<file path="src/rtl/i2s2_capture_sched.sv">
// Capture scheduler for the I2S2 receive PHY: one L/R pair per LRCK frame, mixed/selected, attenuated, sent over valid/ready.
// Optional: define I2S2_SCHED_OVF_CNT_EN to build the saturating dropped-frame counter.
module i2s2_capture_sched #(
  parameter int SAMPLE_W    = 24,
  parameter int TIMEOUT_CYC = 4096
) (
  input  logic                clk,
  input  logic                reset,
  input  logic                enable,
  input  logic [1:0]          mode,
  input  logic [2:0]          gain_shift,
  input  logic                lrck,
  input  logic [SAMPLE_W-1:0] l_channel,
  input  logic [SAMPLE_W-1:0] r_channel,
  output logic [SAMPLE_W-1:0] out_data,
  output logic                out_tag,
  output logic                out_valid,
  input  logic                out_ready,
  output logic                busy,
  output logic                frame_err,
  output logic [15:0]         overflow_cnt
);

  localparam int TW = $clog2(TIMEOUT_CYC + 1);

  typedef enum logic [2:0] {
    S_IDLE, S_ARM, S_WAIT, S_PROC, S_EMIT_A, S_EMIT_B
  } state_t;

  state_t              state_q, state_d;
  logic                lrck_d;
  logic                frame_ev;
  logic                handshake;
  logic                stop_q;
  logic                timed_out;
  logic [TW-1:0]       to_cnt;
  logic [SAMPLE_W-1:0] l_q, r_q, right_word;
  logic [1:0]          mode_q;
  logic [2:0]          gain_q;
  logic [SAMPLE_W:0]   mono_sum;
  logic [SAMPLE_W-1:0] sel_word, first_word, right_shifted;

  assign frame_ev  = lrck & ~lrck_d;
  assign handshake = out_valid & out_ready;
  assign timed_out = (to_cnt == TW'(TIMEOUT_CYC));

  always_ff @(posedge clk or negedge reset) begin
    if (!reset) begin
      state_q <= S_IDLE;
      lrck_d  <= 1'b0;
      busy    <= 1'b0;
      stop_q  <= 1'b0;
    end else begin
      state_q <= state_d;
      lrck_d  <= lrck;
      busy    <= (state_q != S_IDLE);
      // A stop request is remembered until the in-flight word has been handed off
      stop_q  <= (state_d != S_IDLE) && (stop_q || !enable);
    end
  end

  always_comb begin
    state_d = state_q;
    case (state_q)
      S_IDLE:   if (enable) state_d = S_ARM;
      S_ARM:    if (!enable) state_d = S_IDLE;
                else if (frame_ev) state_d = S_WAIT;
      S_WAIT:   if (!enable) state_d = S_IDLE;
                else if (frame_ev) state_d = S_PROC;
      S_PROC:   state_d = S_EMIT_A;
      S_EMIT_A: if (handshake) begin
                  if (stop_q || !enable) state_d = S_IDLE;
                  else if (mode_q == 2'd3) state_d = S_EMIT_B;
                  else state_d = S_WAIT;
                end
      S_EMIT_B: if (handshake) state_d = (stop_q || !enable) ? S_IDLE : S_WAIT;
      default:  state_d = S_IDLE;
    endcase
  end

  // Mono average is formed one bit wider so the sum never wraps
  always_comb begin
    mono_sum = {l_q[SAMPLE_W-1], l_q} + {r_q[SAMPLE_W-1], r_q};
    sel_word = l_q;
    case (mode_q)
      2'd0:    sel_word = mono_sum[SAMPLE_W:1];
      2'd2:    sel_word = r_q;
      default: sel_word = l_q;
    endcase
    first_word    = $signed(sel_word) >>> gain_q;
    right_shifted = $signed(r_q) >>> gain_q;
  end

  always_ff @(posedge clk or negedge reset) begin
    if (!reset) begin
      l_q    <= '0;
      r_q    <= '0;
      mode_q <= 2'd0;
      gain_q <= 3'd0;
    end else if (state_q == S_WAIT && enable && frame_ev) begin
      l_q    <= l_channel;
      r_q    <= r_channel;
      mode_q <= mode;
      gain_q <= gain_shift;
    end
  end

  always_ff @(posedge clk or negedge reset) begin
    if (!reset) begin
      out_data   <= '0;
      out_tag    <= 1'b0;
      out_valid  <= 1'b0;
      right_word <= '0;
    end else begin
      case (state_q)
        S_PROC: begin
          out_data   <= first_word;
          out_tag    <= 1'b0;
          out_valid  <= 1'b1;
          right_word <= right_shifted;
        end
        S_EMIT_A: if (handshake) begin
          if (state_d == S_EMIT_B) begin
            out_data <= right_word;
            out_tag  <= 1'b1;
          end else begin
            out_valid <= 1'b0;
          end
        end
        S_EMIT_B: if (handshake) out_valid <= 1'b0;
        default: ;
      endcase
    end
  end

  // Watchdog only runs while we are waiting on the PHY for a frame boundary
  always_ff @(posedge clk or negedge reset) begin
    if (!reset) begin
      to_cnt    <= '0;
      frame_err <= 1'b0;
    end else if (state_q == S_ARM || state_q == S_WAIT) begin
      if (frame_ev) to_cnt <= '0;
      else if (!timed_out) to_cnt <= to_cnt + 1'b1;
      if (timed_out) frame_err <= 1'b1;
    end else begin
      to_cnt <= '0;
      if (state_q == S_IDLE) frame_err <= 1'b0;
    end
  end

`ifdef I2S2_SCHED_OVF_CNT_EN
  logic [15:0] ovf_q;

  always_ff @(posedge clk or negedge reset) begin
    if (!reset) begin
      ovf_q <= '0;
    end else if (frame_ev && ovf_q != 16'hFFFF &&
                 (state_q == S_PROC || state_q == S_EMIT_A || state_q == S_EMIT_B)) begin
      ovf_q <= ovf_q + 16'd1;
    end
  end

  assign overflow_cnt = ovf_q;
`else
  assign overflow_cnt = 16'd0;
`endif

endmodule

</file>
<file path="config.mk">
export PLATFORM = sky130hd
export DESIGN_NAME = i2s2_capture_sched
export DESIGN_NICKNAME = d
export VERILOG_FILES = /design/src/rtl/i2s2_capture_sched.sv
export SDC_FILE = /design/constraint.sdc
export NUM_CORES = 1
export LEC_CHECK = 0
export ABC_AREA = 0
export CORE_MARGIN = 5
export CORE_UTILIZATION = 40
export CTS_CLUSTER_SIZE = 20
export DETAILED_ROUTE_END_ITERATION = 8
export GPL_ROUTABILITY_DRIVEN = 1
export HOLD_SLACK_MARGIN = 0.05
export PLACE_DENSITY = 0.71
export SKIP_LAST_GASP = 1
export SLEW_MARGIN = 20
export SYNTH_ARGS = -nofsm -noshare
export SYNTH_HDL_FRONTEND = slang
export SYNTH_SLANG_ARGS = --single-unit
</file>
<file path="constraint.sdc">
create_clock -name clk -period 4.2 [get_ports clk]
set_clock_uncertainty 0.05 [all_clocks]
set_input_delay 0.42 -clock clk [delete_from_list [all_inputs] [get_ports clk]]
set_output_delay 0.42 -clock clk [all_outputs]
set_load 0.005 [all_outputs]
</file>
After elaboration in Yosys (flattened, before gate mapping)
Index checks and enable logic that the tools add are counted.

word-level totals
  logic and storage cells = 80
  bits of input ports = 58
  output and inout bits = 44
  flip-flop bits (word level) = 123

operators by class
  reductions and logical operators = 16
  multiplexer cells = 28
  $add $sub $neg = 2
  shifts and indexed selects = 2
  eq/ne operators = 15
  bitwise operators = 3

operators with widths
  cell                                                                    count
  24-bit one-hot mux with 2 select lines                                  2
  24-bit 2-to-1 mux                                                       2
  24-bit by 3-bit >>> shifter with 24-bit output                          2
  13-bit 2-to-1 mux                                                       3
  3-bit 2-to-1 mux                                                        9
  24-bit by 24-bit adder with 25-bit output                               1
  3-bit one-hot mux with 6 select lines                                   1
  13-bit by 1-bit adder with 13-bit output (second input constant)        1
  13-bit equality test (second input constant)                            1
  2-bit inequality test (second input constant)                           5
  3-bit equality test (second input constant)                             3
  3-bit nonzero test                                                      3
  1-bit 2-to-1 mux                                                        8
  3-bit by 2-bit equality test with 1-bit output (second input constant)  2
  2-bit equality test (second input constant)                             2
  4-bit AND reduction                                                     1
  2-bit nonzero test                                                      2
  3-bit by 1-bit equality test with 1-bit output (second input constant)  1
  1-bit logical AND                                                       3
  3-bit logical NOT                                                       1
  3-bit inequality test (second input constant)                           1
  1-bit one-hot mux with 3 select lines                                   1
  3-bit AND reduction                                                     1
  1-bit bitwise AND                                                       2
  other kinds (7)                                                         8

Logic depth before layout (Yosys ltp)
Gate-level depths: netlist of the first run.

  depth in word-level cells = 9
  mapped depth = 11
  gate-level depth less buffers = 11

Worst setup path after synthesis of the first run
Ideal clock, no wire load.

  path kind = reg-to-reg
  from = register r_q[8]
  to = register out_data[19]
  setup slack = 1.450 ns
  cell stages (with the launch flop) = 12
  data arrival time = 2.624 ns
  buffers on the path = 1
  cells stage by stage = dfrtp_1 -> ha_1 -> clkbuf_2 -> a21oi_1 -> o21ai_0 -> a21oi_1 -> a211o_1 -> a211oi_2 -> a211oi_1 -> o221a_2 -> o21a_1 -> o21ai_1

between the ends
  cells in the longest elaborated chain, start to end = 4

RTL lines
  element                                           line  source
  start: declaration                                37    logic [SAMPLE_W-1:0] l_q, r_q, right_word;
  start signal: assignment                          102   r_q <= r_channel;
  24-bit by 24-bit adder with 25-bit output         83    mono_sum = {l_q[SAMPLE_W-1], l_q} + {r_q[SAMPLE_W-1], r_q};
  24-bit one-hot mux with 2 select lines *          85    case (mode_q)
  24-bit by 3-bit >>> shifter with 24-bit output *  90    first_word = $signed(sel_word) >>> gain_q;
  24-bit one-hot mux with 2 select lines *          115   case (state_q)
  end signal: assignment                            117   out_data <= first_word;
  end signal: assignment                            124   out_data <= right_word;
  end: declaration                                  15    output logic [SAMPLE_W-1:0] out_data,

Every way passes the cells marked *; elsewhere a longest branch is shown, timed or not.
A chain may end at the register's enable or synchronous reset.

Worst setup path in the final report of the first run
Ends and elaborated chain as after synthesis.

==> summary.md, run 1 <==
| Metric | Value |
|---|---|
| RSZ-0062 raised after global routing | `no` |
| Clk slew on worst S/H paths | `approximately 0.06 ns` |
| Die area | `0.02501 sq mm` |
| WP data arrival | `3.70 ns` |
| Core area | `between 0.02 and 0.025 sq mm` |
| Chip Width | `~160 microns` |
| Worst slew pin tran | `0.7879 ns` |
| Worst Hold End | `right_word[15]` |
| Share of layout cells above drive strength 1 | `0.1357` |
| Antenna-violating nets left | `0` |
| Leakage | `about 0.0043 uW` |
| CP Launch Type | `register` |
| Drt first pass iters | `5` |
| Post-synth top area share | `0.3507` |
| GRT overflow | `0` |
| Synth Cell Area | `0.008777 sq mm` |
| CP max stage cell | `dfrtp_1` |
| Cell Area, Placed | `approximately 0.01 sq mm` |
| Tot GR Track Use | `0.2125` |
| Commonest non-fill, non-tap cells in the layout | `dfrtp_1 (122), nand2_1 (114), clkdlybuf4s50_1 (84), o21ai_0 (79), nor2_1 (77)` |
| Total wire length | `roughly 26 mm` |
| Rows | `54` |
| Initial DRC Count | `542` |
| Top cells by area, synth | `dfrtp_1 (35%), mux2_2 (7.2%), nand2_1 (4.9%), o21ai_0 (4.5%), mux2i_1 (4.3%)` |
| Final instance area | `around 0.010 sq mm` |
| Overall die height | `around 160 microns` |
| Internal | `between 4000 and 5000 uW` |
| Seq/Total Area, Yosys | `0.3507` |
| Skew-Pair Late Insertion Delay | `0.43 ns` |
| Comb pwr share | `0.528` |
| Worst Reg2Reg Path Length in Cells | `10` |
| Largest net degree at the start of global routing | `between 70 and 80` |
| Nets | `roughly 1100` |
| Critical path type | `reg -> reg` |
| Sink Count | `around 120` |
| VDD IR max | `about 0.35 mV` |
| Vias in the first global route | `between 7000 and 8000` |
| Post-DP HPWL | `19.21 mm` |
| Worst-path cell chain | `ha_1 > a21oi_1 > o21ai_0 > a21oi_1 > a211o_1 > a211oi_2 > a211oi_1 > o221a_2 > o21a_1 > o21ai_1` |
| Clock power frac | `0.198` |
| Antenna violations before repair | `0` |
| Inserted Diodes | `0` |
| EDFF count, synth | `0` |
| Cell taking the most area after synthesis | `dfrtp_1` |
| Max Cap Viol | `0` |
| Async S/R FF share, synth | `1.000` |
| Deepest clock path buffer count | `2` |
| Most used flip-flop cell after synthesis | `dfrtp_1` |
| Crit Reg-Reg Startpoint | `r_q[8]` |
| Hold Slack | `between 0.4 and 0.5 ns` |
| CTS HTree Levels | `4` |
| Net Switching | `between 3000 and 4000 uW` |
| Synth Instances | `987` |
| IO Port Bufs | `85` |
| CP dominant cell by count | `a21oi_1` |
| IO Pins | `around 100` |
| Critical path peak fanout | `8` |
| WL/cell | `between 15 and 20 microns` |
| CTS Buf Count | `17` |
| Final worst path period share | `0.8104` |
| Remaining DRCs | `0` |
| Critical Path Sink Type | `register` |
| CTS tree | `built` |
| P per Cell Area | `approximately 730 mW/mm^2` |
| Seq cells post-synth | `123` |
| Status | `finished clean` |
| Gpl congestion | `slightly above 0.9` |
| Clock root cell | `clkbuf_16` |
| TNS Setup | `0 ns` |
| Net Sw Frac | `0.4462` |
| R2R Path End | `out_data[19]` |
| Most common cell after layout, fill and taps aside | `dfrtp_1` |
| Final setup viols | `0` |
| Initial core utilization | `0.4047` |
| Avg Synthesized Cell Area | `slightly below 9 sq um` |
| Worst EP required | `~4.5 ns` |
| CTS resizes | `0` |
| Hold depth | `2` |
| Min Clock Period, post-route | `3.404 ns` |
| Fin. Hold Viols | `0` |
| Vias per cell | `approximately 5.9` |
| Vias | `7857` |
| Fin. max-slew vios | `0` |
| Synth cell types | `75` |
| Yosys warnings | `0` |
| Hold Path Origin | `right_word[15]` |
| CP startpoint | `r_q[8]` |
| Max incr delay on CP | `between 0.4 and 0.5 ns` |
| Slew headroom | `0.4735` |
| Sequential share of power | `0.274` |
| Area Overhead vs Synth | `18.56%` |
| First-pass GRT wire length | `about 42 mm` |
| Reg2reg setup slack | `between 0.7 and 0.8 ns` |
| Worst min path class | `reg -> reg` |
| Fmax | `between 0.2 and 0.3 GHz` |
-- final cells by class --
class,count,area [sq um]
Clock inverter,12,138.9
Clock buffer,20,466.7
Fill cell,2078,11280
Tap cell,280,350.3
Timing Repair Buffer,104,1006
Sequential cell,123,3079
Multi-Input combinational cell,781,5313
Inverter,14,52.55
-- routing by layer --
layer | vias to the layer above | GRT usage | part of all wire
li1 | 3762 | - | -
met1 | 3813 | 0.3060 | 0.46
met2 | 252 | 0.3223 | 0.45
met3 | 30 | 0.04893 | 0.070
met4 | 0 | 0.05686 | 0.017
met5 | - | 0 | 0
-- sequential cells by signal, indices dropped and copies added (netlist names), 2 cells and up --
name        count
out_data       24
r_q            24
l_q            24
to_cnt         13
gain_q          3
mode_q          2
state_q         3
right_word     24
-- cell usage after synthesis (4+ instances only) --
master and n:
nor4_1 6, a211oi_1 12, buf_2 14, inv_1 12, and3_1 16, nand4_1 15
nand2b_1 9, o211ai_1 19, and2_1 6, nand3_1 17, o31a_1 4, clkbuf_1 43
o21a_1 14, mux2_2 56, o221ai_1 11, buf_4 16, a21o_1 6, or3_1 15
ha_1 25, dfrtp_1 123, a31o_2 4, o211a_1 4, o21ai_0 79, nor2_1 77
xnor2_1 12, nand2_1 114, o22ai_1 16, mux4_2 15, nor2b_1 7, mux2i_1 38
or2_2 4, xor2_1 5, a21oi_1 65, a21boi_0 4, o32ai_1 5, a211o_1 5
nor3_1 22, a31oi_1 9, buf_1 9
-- timing repair --
item	in CTS	in global routing
buffers inserted	0	0
endpoints found under the hold margin	43	0
hold buffers	1	0
-- power by group through the flow --
stage	Clock [uW]	Sequential, uW	Combinational [uW]
after floorplan	0	1840	2910
after global placement	0	2070	3910
after detailed placement	0	2090	3940
after CTS	1520	2070	3970
after global routing	1580	2130	4400
final	1500	2080	4010
-- cell families after synthesis --
logic type               share of synthesized area
flip-flops                                  0.3507
AO/OA/AOI/OAI                               0.2224
other                                    0.0004272
adder cells (fa/ha/maj)                    0.03792
multiplexers                                0.1537
AND/OR/NAND/NOR                             0.1669
buffers and inverters                      0.05103
XOR/XNOR                                   0.01696
-- worst max-delay path by stage --
| stage | to | slack [ns] | depth (start not counted) |
|---|---|---|---|
| CTS | out_data[19] | 0.81 | 10 |
| finish | out_data[19] | 0.80 | 10 |
| detailed placement | out_data[20] | 0.84 | 9 |
| floorplan | out_data[19] | 1.45 | 11 |
| global route | out_data[20] | 0.52 | 9 |
| global placement | out_data[19] | 0.86 | 10 |
-- through the flow --
stage | util | std cells | setup slack [ns] | total power [uW]
final | 0.4798 | 1334 | 0.7962 | 7592
after global routing | 0.4798 | 1334 | 0.5205 | 8113
after CTS | 0.4798 | 1334 | 0.8140 | 7558
after detailed placement | 0.4514 | 1301 | 0.8386 | 6025
after global placement | 0.4514 | 1301 | 0.8610 | 5979
after floorplan | - | 1002 | 1.450 | 4749
-- critical path: cells and delay by family, from the launching register on --
family,cells,cell delay [ns]
flops,1,0.48
fa+ha+maj,1,0.47
compound gates,9,2.32
Note: power is estimated with default switching activity, not from simulation.
==> inputs of run 2 (changes only) <==
PLACE_DENSITY = 0.74   (was 0.71)
clock period = 2.73 ns   (was 4.2 ns; I/O delays follow)
==> run 2 against run 1 <==
  * Fmax rose by 16%
  * Non-clock buffer count rose by 135
  * The flow now finishes with violations (setup timing)
  * Power rose by 81%
  * Final cell count rose by 10%
  * Worst setup slack got worse by 0.99 ns
  * Via count rose by 10%
  * Critical path type unchanged
  * Highest routed layer unchanged
  * Largest power group unchanged
  * Global-route usage rose by 1.8 points
  * Wire length rose by 11%
  * Utilization rose by 7.4 points
  * Clock power rose by 48%
  * Clock-buffer cell count fell by 3
==> summary.md, run 2 (synthesis results as in run 1) <==
| Metric | Value |
|---|---|
| Crit-path leading delay family | `compound AO/OA/AOI/OAI gates` |
| Remaining DRCs | `0` |
| Total wire length | `28.83 mm` |
| WP data arrival | `~3.2 ns` |
| Comb pwr share | `0.620` |
| Nets | `around 1300` |
| Layout Utilization | `0.5538` |
| Slew headroom | `0.5745` |
| Largest net degree at the start of global routing | `75` |
| Tot GR Track Use | `0.2305` |
| Fin. Hold Viols | `0` |
| Sequential share of power | `0.219` |
| CP bufs+invs | `0` |
| Rows | `54` |
| Multi-input logic area | `0.005884 sq mm` |
| Antenna violations before repair | `0` |
| Most common cell after layout, fill and taps aside | `buf_4` |
| Max incr delay on CP | `~0.41 ns` |
| VDD IR max | `0.5251 mV` |
| Skew-Pair Late Insertion Delay | `0.44 ns` |
| RSZ-0062 raised after global routing | `yes` |
| Status | `finished with violations` |
| Initial core utilization | `0.4047` |
| Critical Path Sink Type | `register` |
| Worst slew pin tran | `approximately 0.64 ns` |
| Final worst path period share | `1.071` |
| Chip Width | `~160 microns` |
| Clock root cell | `clkbuf_16` |
| WL/cell | `19.63 microns` |
| CTS HTree Levels | `4` |
| Inserted Diodes | `0` |
| Critical path peak fanout | `4` |
| Sink Count | `123` |
| Core area | `between 0.02 and 0.025 sq mm` |
| IO Pins | `102` |
| Area Overhead vs Synth | `36.85%` |
| CTS Buf Count | `17` |
| First-pass GRT wire length | `45.26 mm` |
| Internal | `approximately 7700 uW` |
| Worst-path cell chain | `ha_4 > nand4_1 > a211oi_4 > o21ai_2 > a211o_1 > a211oi_4 > a211oi_4 > o221a_2 > o21a_1 > o21ai_1` |
| IO Port Bufs | `85` |
| Net Switching | `between 6000 and 7000 uW` |
| Worst EP required | `slightly above 3 ns` |
| Min Clock Period, post-route | `2.923 ns` |
| Final setup viols | `23` |
| Leakage | `slightly above 0.005 uW` |
| Clock power frac | `0.162` |
| GRT overflow | `0` |
| Failing checks | `setup timing` |
| P per Cell Area | `~1100 mW/mm^2` |
| Vias in the first global route | `between 8000 and 9000` |
| Overall die height | `between 150 and 200 microns` |
| CTS tree | `built` |
| Die area | `0.02501 sq mm` |
| Post-DP HPWL | `about 21 mm` |
| CP Launch Type | `register` |
| Drt first pass iters | `8` |
| Fmax | `0.3421 GHz` |
| Worst min path class | `in -> reg` |
| Reg area | `a little over 0.003 sq mm` |
| Fin. max-slew vios | `0` |
| Crit path setup slack, layout | `-0.1933 ns` |
| TNS Setup | `-2.338 ns` |
| Initial DRC Count | `~660` |
| Critical path type | `reg -> reg` |
| Net Sw Frac | `0.4430` |
| Max Cap Viol | `0` |
| CP dominant cell by count | `a211oi_4` |
| Gpl congestion | `just under 1` |
| Share of layout cells above drive strength 1 | `0.3103` |
| CP max stage cell | `dfrtp_1` |
| Commonest non-fill, non-tap cells in the layout | `buf_4 (149), dfrtp_1 (119), nand2_1 (110), clkdlybuf4s50_1 (84), nor2_1 (75)` |
| Vias | `between 8000 and 9000` |
| Clk slew on worst S/H paths | `approximately 0.07 ns` |
| Fillers | `1937` |
| Antenna-violating nets left | `0` |
| Vias per cell | `between 5 and 6` |
| Deepest clock path buffer count | `2` |
[run 2: cell types whose count changed in the layout (fill, tap and decap cells not counted), sizes merged]
cell	delta
buf	+135
bufinv	-2
clkbuf	-3
clkinv	-2
clkinvlp	-2
inv	+9
[run 2: worst paths after layout]
path	slack, ns	cells past startpoint	startpoint	to
setup reg to reg	-0.19	10	r_q[2]	out_data[19]
min in group asynchronous	0.33	3	reset	right_word[18]
hold / removal	0.32	1	lrck	lrck_d
max in group asynchronous	1.70	3	reset	gain_q[1]
setup / recovery	-0.19	10	r_q[2]	out_data[19]
hold reg to reg	0.42	2	right_word[22]	right_word[22]
[run 2: stage by stage]
| step | area [sq um] | hold slack [ns] | setup WS, ns | instances | power [uW] |
|---|---|---|---|---|---|
| after floorplan | 8833 | -0.07259 | 0.003961 | 1002 | 7306 |
| final | 12010 | 0.3190 | -0.1933 | 1469 | 13760 |
| after detailed placement | 10800 | 0.2836 | -0.3282 | 1429 | 10460 |
| after global placement | 10800 | 0.2919 | -0.2477 | 1429 | 10350 |
| after global routing | 12010 | 0.3039 | -0.2941 | 1469 | 14590 |
| after CTS | 11660 | 0.3090 | -0.1886 | 1467 | 13150 |
[run 2: layer usage]
layer	share of wire	GRT usage
met1	0.44	0.3299
met2	0.45	0.3510
met3	0.076	0.04019
met4	0.028	0.08327
met5	0	0
[run 2: layout make-up]
class                           count  area share
Tap cell                          280     0.02917
Inverter                           14    0.004375
Clock buffer                       17     0.03542
Timing Repair Buffer              239      0.1723
Multi-Input combinational cell    781      0.4899
Sequential cell                   123      0.2567
Clock inverter                     15     0.01219
[run 2: timing repair]
item,4_1_cts,5_1_grt
hold buffers,1,0
pin swaps,23,37
gates resized for setup,54,71
setup endpoints to repair,23,23
endpoints found under the hold margin,123,0
setup buffers,8,4
[run 2: power by group through the flow]
stage	Combinational [uW]	Sequential (uW)	Clock, uW
floorplan	4470	2840	0
CTS	7930	2970	2250
global route	9180	3080	2330
detailed placement	7490	2970	0
global placement	7400	2950	0
finish	8530	3010	2220
==> inputs of run 3 (changes only) <==
DONT_BUFFER_PORTS = 1   (was default)
PLACE_DENSITY = 0.67   (was 0.74)
==> run 3 against run 2 <==
  * The flow finishes with violations (hold timing, setup timing)
  * Sequential power is essentially flat
  * Via count is 2.6% lower
  * Critical path depth unchanged
  * Worst setup slack better by 0.046 ns
  * Fmax is 1.6% higher
  * Final cell count fell by 1.4%
  * Largest cell class unchanged
  * Largest power group unchanged
==> summary.md, run 3 (synthesis results as in run 1) <==
| Metric | Value |
|---|---|
| Final setup viols | `23` |
| Inserted Diodes | `0` |
| Vias per cell | `a little under 6` |
| Fmax | `approximately 0.35 GHz` |
| Met2 GRT Util | `0.3520` |
| Drt first pass iters | `5` |
| IO Pins | `approximately 100` |
| IO Port Bufs | `0` |
| Hold_buf cts | `57` |
| Total wire length | `around 28 mm` |
| Remaining DRCs | `0` |
| Failing checks | `hold timing, setup timing` |
| WP data arrival | `approximately 3.1 ns` |
| Fin. max-slew vios | `0` |
| Final worst path period share | `1.054` |
| Initial DRC Count | `733` |
| Critical path type | `reg -> reg` |
| Die area | `~0.025 sq mm` |
| Hold Slack | `-0.5111 ns` |
| Worst EP required | `roughly 3 ns` |
| Chip Width | `around 160 microns` |
| Crit Reg-Reg Startpoint | `l_q[2]` |
| Antenna violations before repair | `0` |
| Met3 usage | `0.03855` |
| First-pass GRT wire length | `about 44 mm` |
| Area Overhead vs Synth | `33.71%` |
| Status | `finished with violations` |
| Skew-Pair Late Insertion Delay | `~0.43 ns` |
| Routing usage on met1 | `0.3199` |
| Tot GR Track Use | `0.2241` |
| Commonest non-fill, non-tap cells in the layout | `buf_4 (157), dfrtp_1 (121), nand2_1 (108), nor2_1 (74), o21ai_0 (61)` |
| Layout Utilization | `0.5411` |
| Worst min path class | `in -> async` |
| VDD IR max | `roughly 0.50 mV` |
| CP startpoint | `l_q[2]` |
| WL/cell | `around 19 microns` |
| Share of layout cells above drive strength 1 | `0.3148` |
| Sink Count | `~120` |
| Leakage | `between 0.004 and 0.005 uW` |
| Core area | `around 0.022 sq mm` |
| Min Clock Period, post-route | `approximately 2.9 ns` |
| Fin. Hold Viols | `about 120` |
| Critical Path Sink Type | `register` |
| Max Cap Viol | `0` |
| Rows | `54` |
| CTS Buf Count | `17` |
| P per Cell Area | `about 1200 mW/mm^2` |
| Initial core utilization | `0.4047` |
| GR peak layer | `met2` |
| Clock root cell | `clkbuf_16` |
| Post-DP HPWL | `~20 mm` |
| Worst slew pin tran | `about 0.69 ns` |
| Antenna-violating nets left | `0` |
| Overall die height | `158.1 microns` |
| Vias | `~8400` |
| GRT overflow | `0` |
| CTS HTree Levels | `4` |
| Fillers | `roughly 1900` |
| TNS Setup | `-2.307 ns` |
| Critical path peak fanout | `4` |
| Gpl congestion | `0.9329` |
| RSZ-0062 raised after global routing | `yes` |
| Most common cell after layout, fill and taps aside | `buf_4` |
| CP Launch Type | `register` |
| Nets | `approximately 1200` |
| Deepest clock path buffer count | `2` |
| Placement Setup Slack | `-0.2881 ns` |
| Vias in the first global route | `around 8100` |
| CTS tree | `built` |
| Crit path setup slack, layout | `-0.1475 ns` |
| Largest net degree at the start of global routing | `124` |
| Slew headroom | `0.5390` |
| Clk slew on worst S/H paths | `~0.07 ns` |
run 3: cell types whose count changed in the layout (fill, tap and decap cells not counted), sizes merged:
cell,change
buf,+8
clkdlybuf4s50,-84
clkinv,-1
clkinvlp,+1
dlygate4sd3,+56
run 3: metal layers:
metal  share of wire  up-vias
met5               0        -
met4           0.016        0
met3           0.070       35
met2            0.46      328
met1            0.45     4102
li1                -     3960
run 3: repair_timing:
item                                    in CTS  in global routing
pin swaps                                   35                 27
endpoints found under the hold margin      181                123
gates resized for setup                     83                 40
endpoints found under the setup margin      23                 23
cloned                                       0                  0
buffers inserted                            10                  5
run 3: worst max-delay path: stages (launching register included):
cell	delay, ns
dfrtp_1	0.41
ha_4	0.30
nand4_1	0.20
a211oi_4	0.37
nor2_2	0.08
o32ai_2	0.28
nor3_2	0.07
mux4_2	0.51
o211ai_1	0.20
o31a_1	0.21
nand3_1	0.08
run 3: path summary, 6_finish.rpt:
path / to / slack [ns] / cells after the start
setup / recovery: out_data[9] / -0.15 / 10
hold / removal: right_word[22] / -0.51 / 0
setup reg to reg: out_data[9] / -0.15 / 10
hold reg to reg: right_word[15] / 0.42 / 2
max in group asynchronous: l_q[1] / 2.96 / 0
min in group clk: to_cnt[0] / 0.06 / 2
run 3: layout make-up:
class                   instances  area, sq um  area share
well taps                     280        350.3     0.02985
repair buffers                219         1823      0.1553
clock buffers                  17        425.4     0.03625
flip-flops and latches        123         3080      0.2625
inverters                      14        52.55    0.004478
multi-input cells             781         5859      0.4993
clock inverters                15        145.1     0.01237
run 3: power by group:
part | leakage (uW) | switching, uW | internal [uW] | total [uW]
sequential | 0.00158 | 588 | 2420 | 3010
clock | 0.000272 | 1020 | 1210 | 2220
combinational | 0.00311 | 4410 | 3860 | 8270
run 3: through the flow:
stage               hold slack [ns]  cell area [sq um]  cells  power, uW
floorplan                  -0.07259               8833   1002       7306
global placement           -0.06410               9946   1348       9915
detailed placement         -0.06358               9946   1348       9994
CTS                         -0.5321              11540   1444      13020
global route                -0.5383              11740   1449      14360
finish                      -0.5111              11740   1449      13500
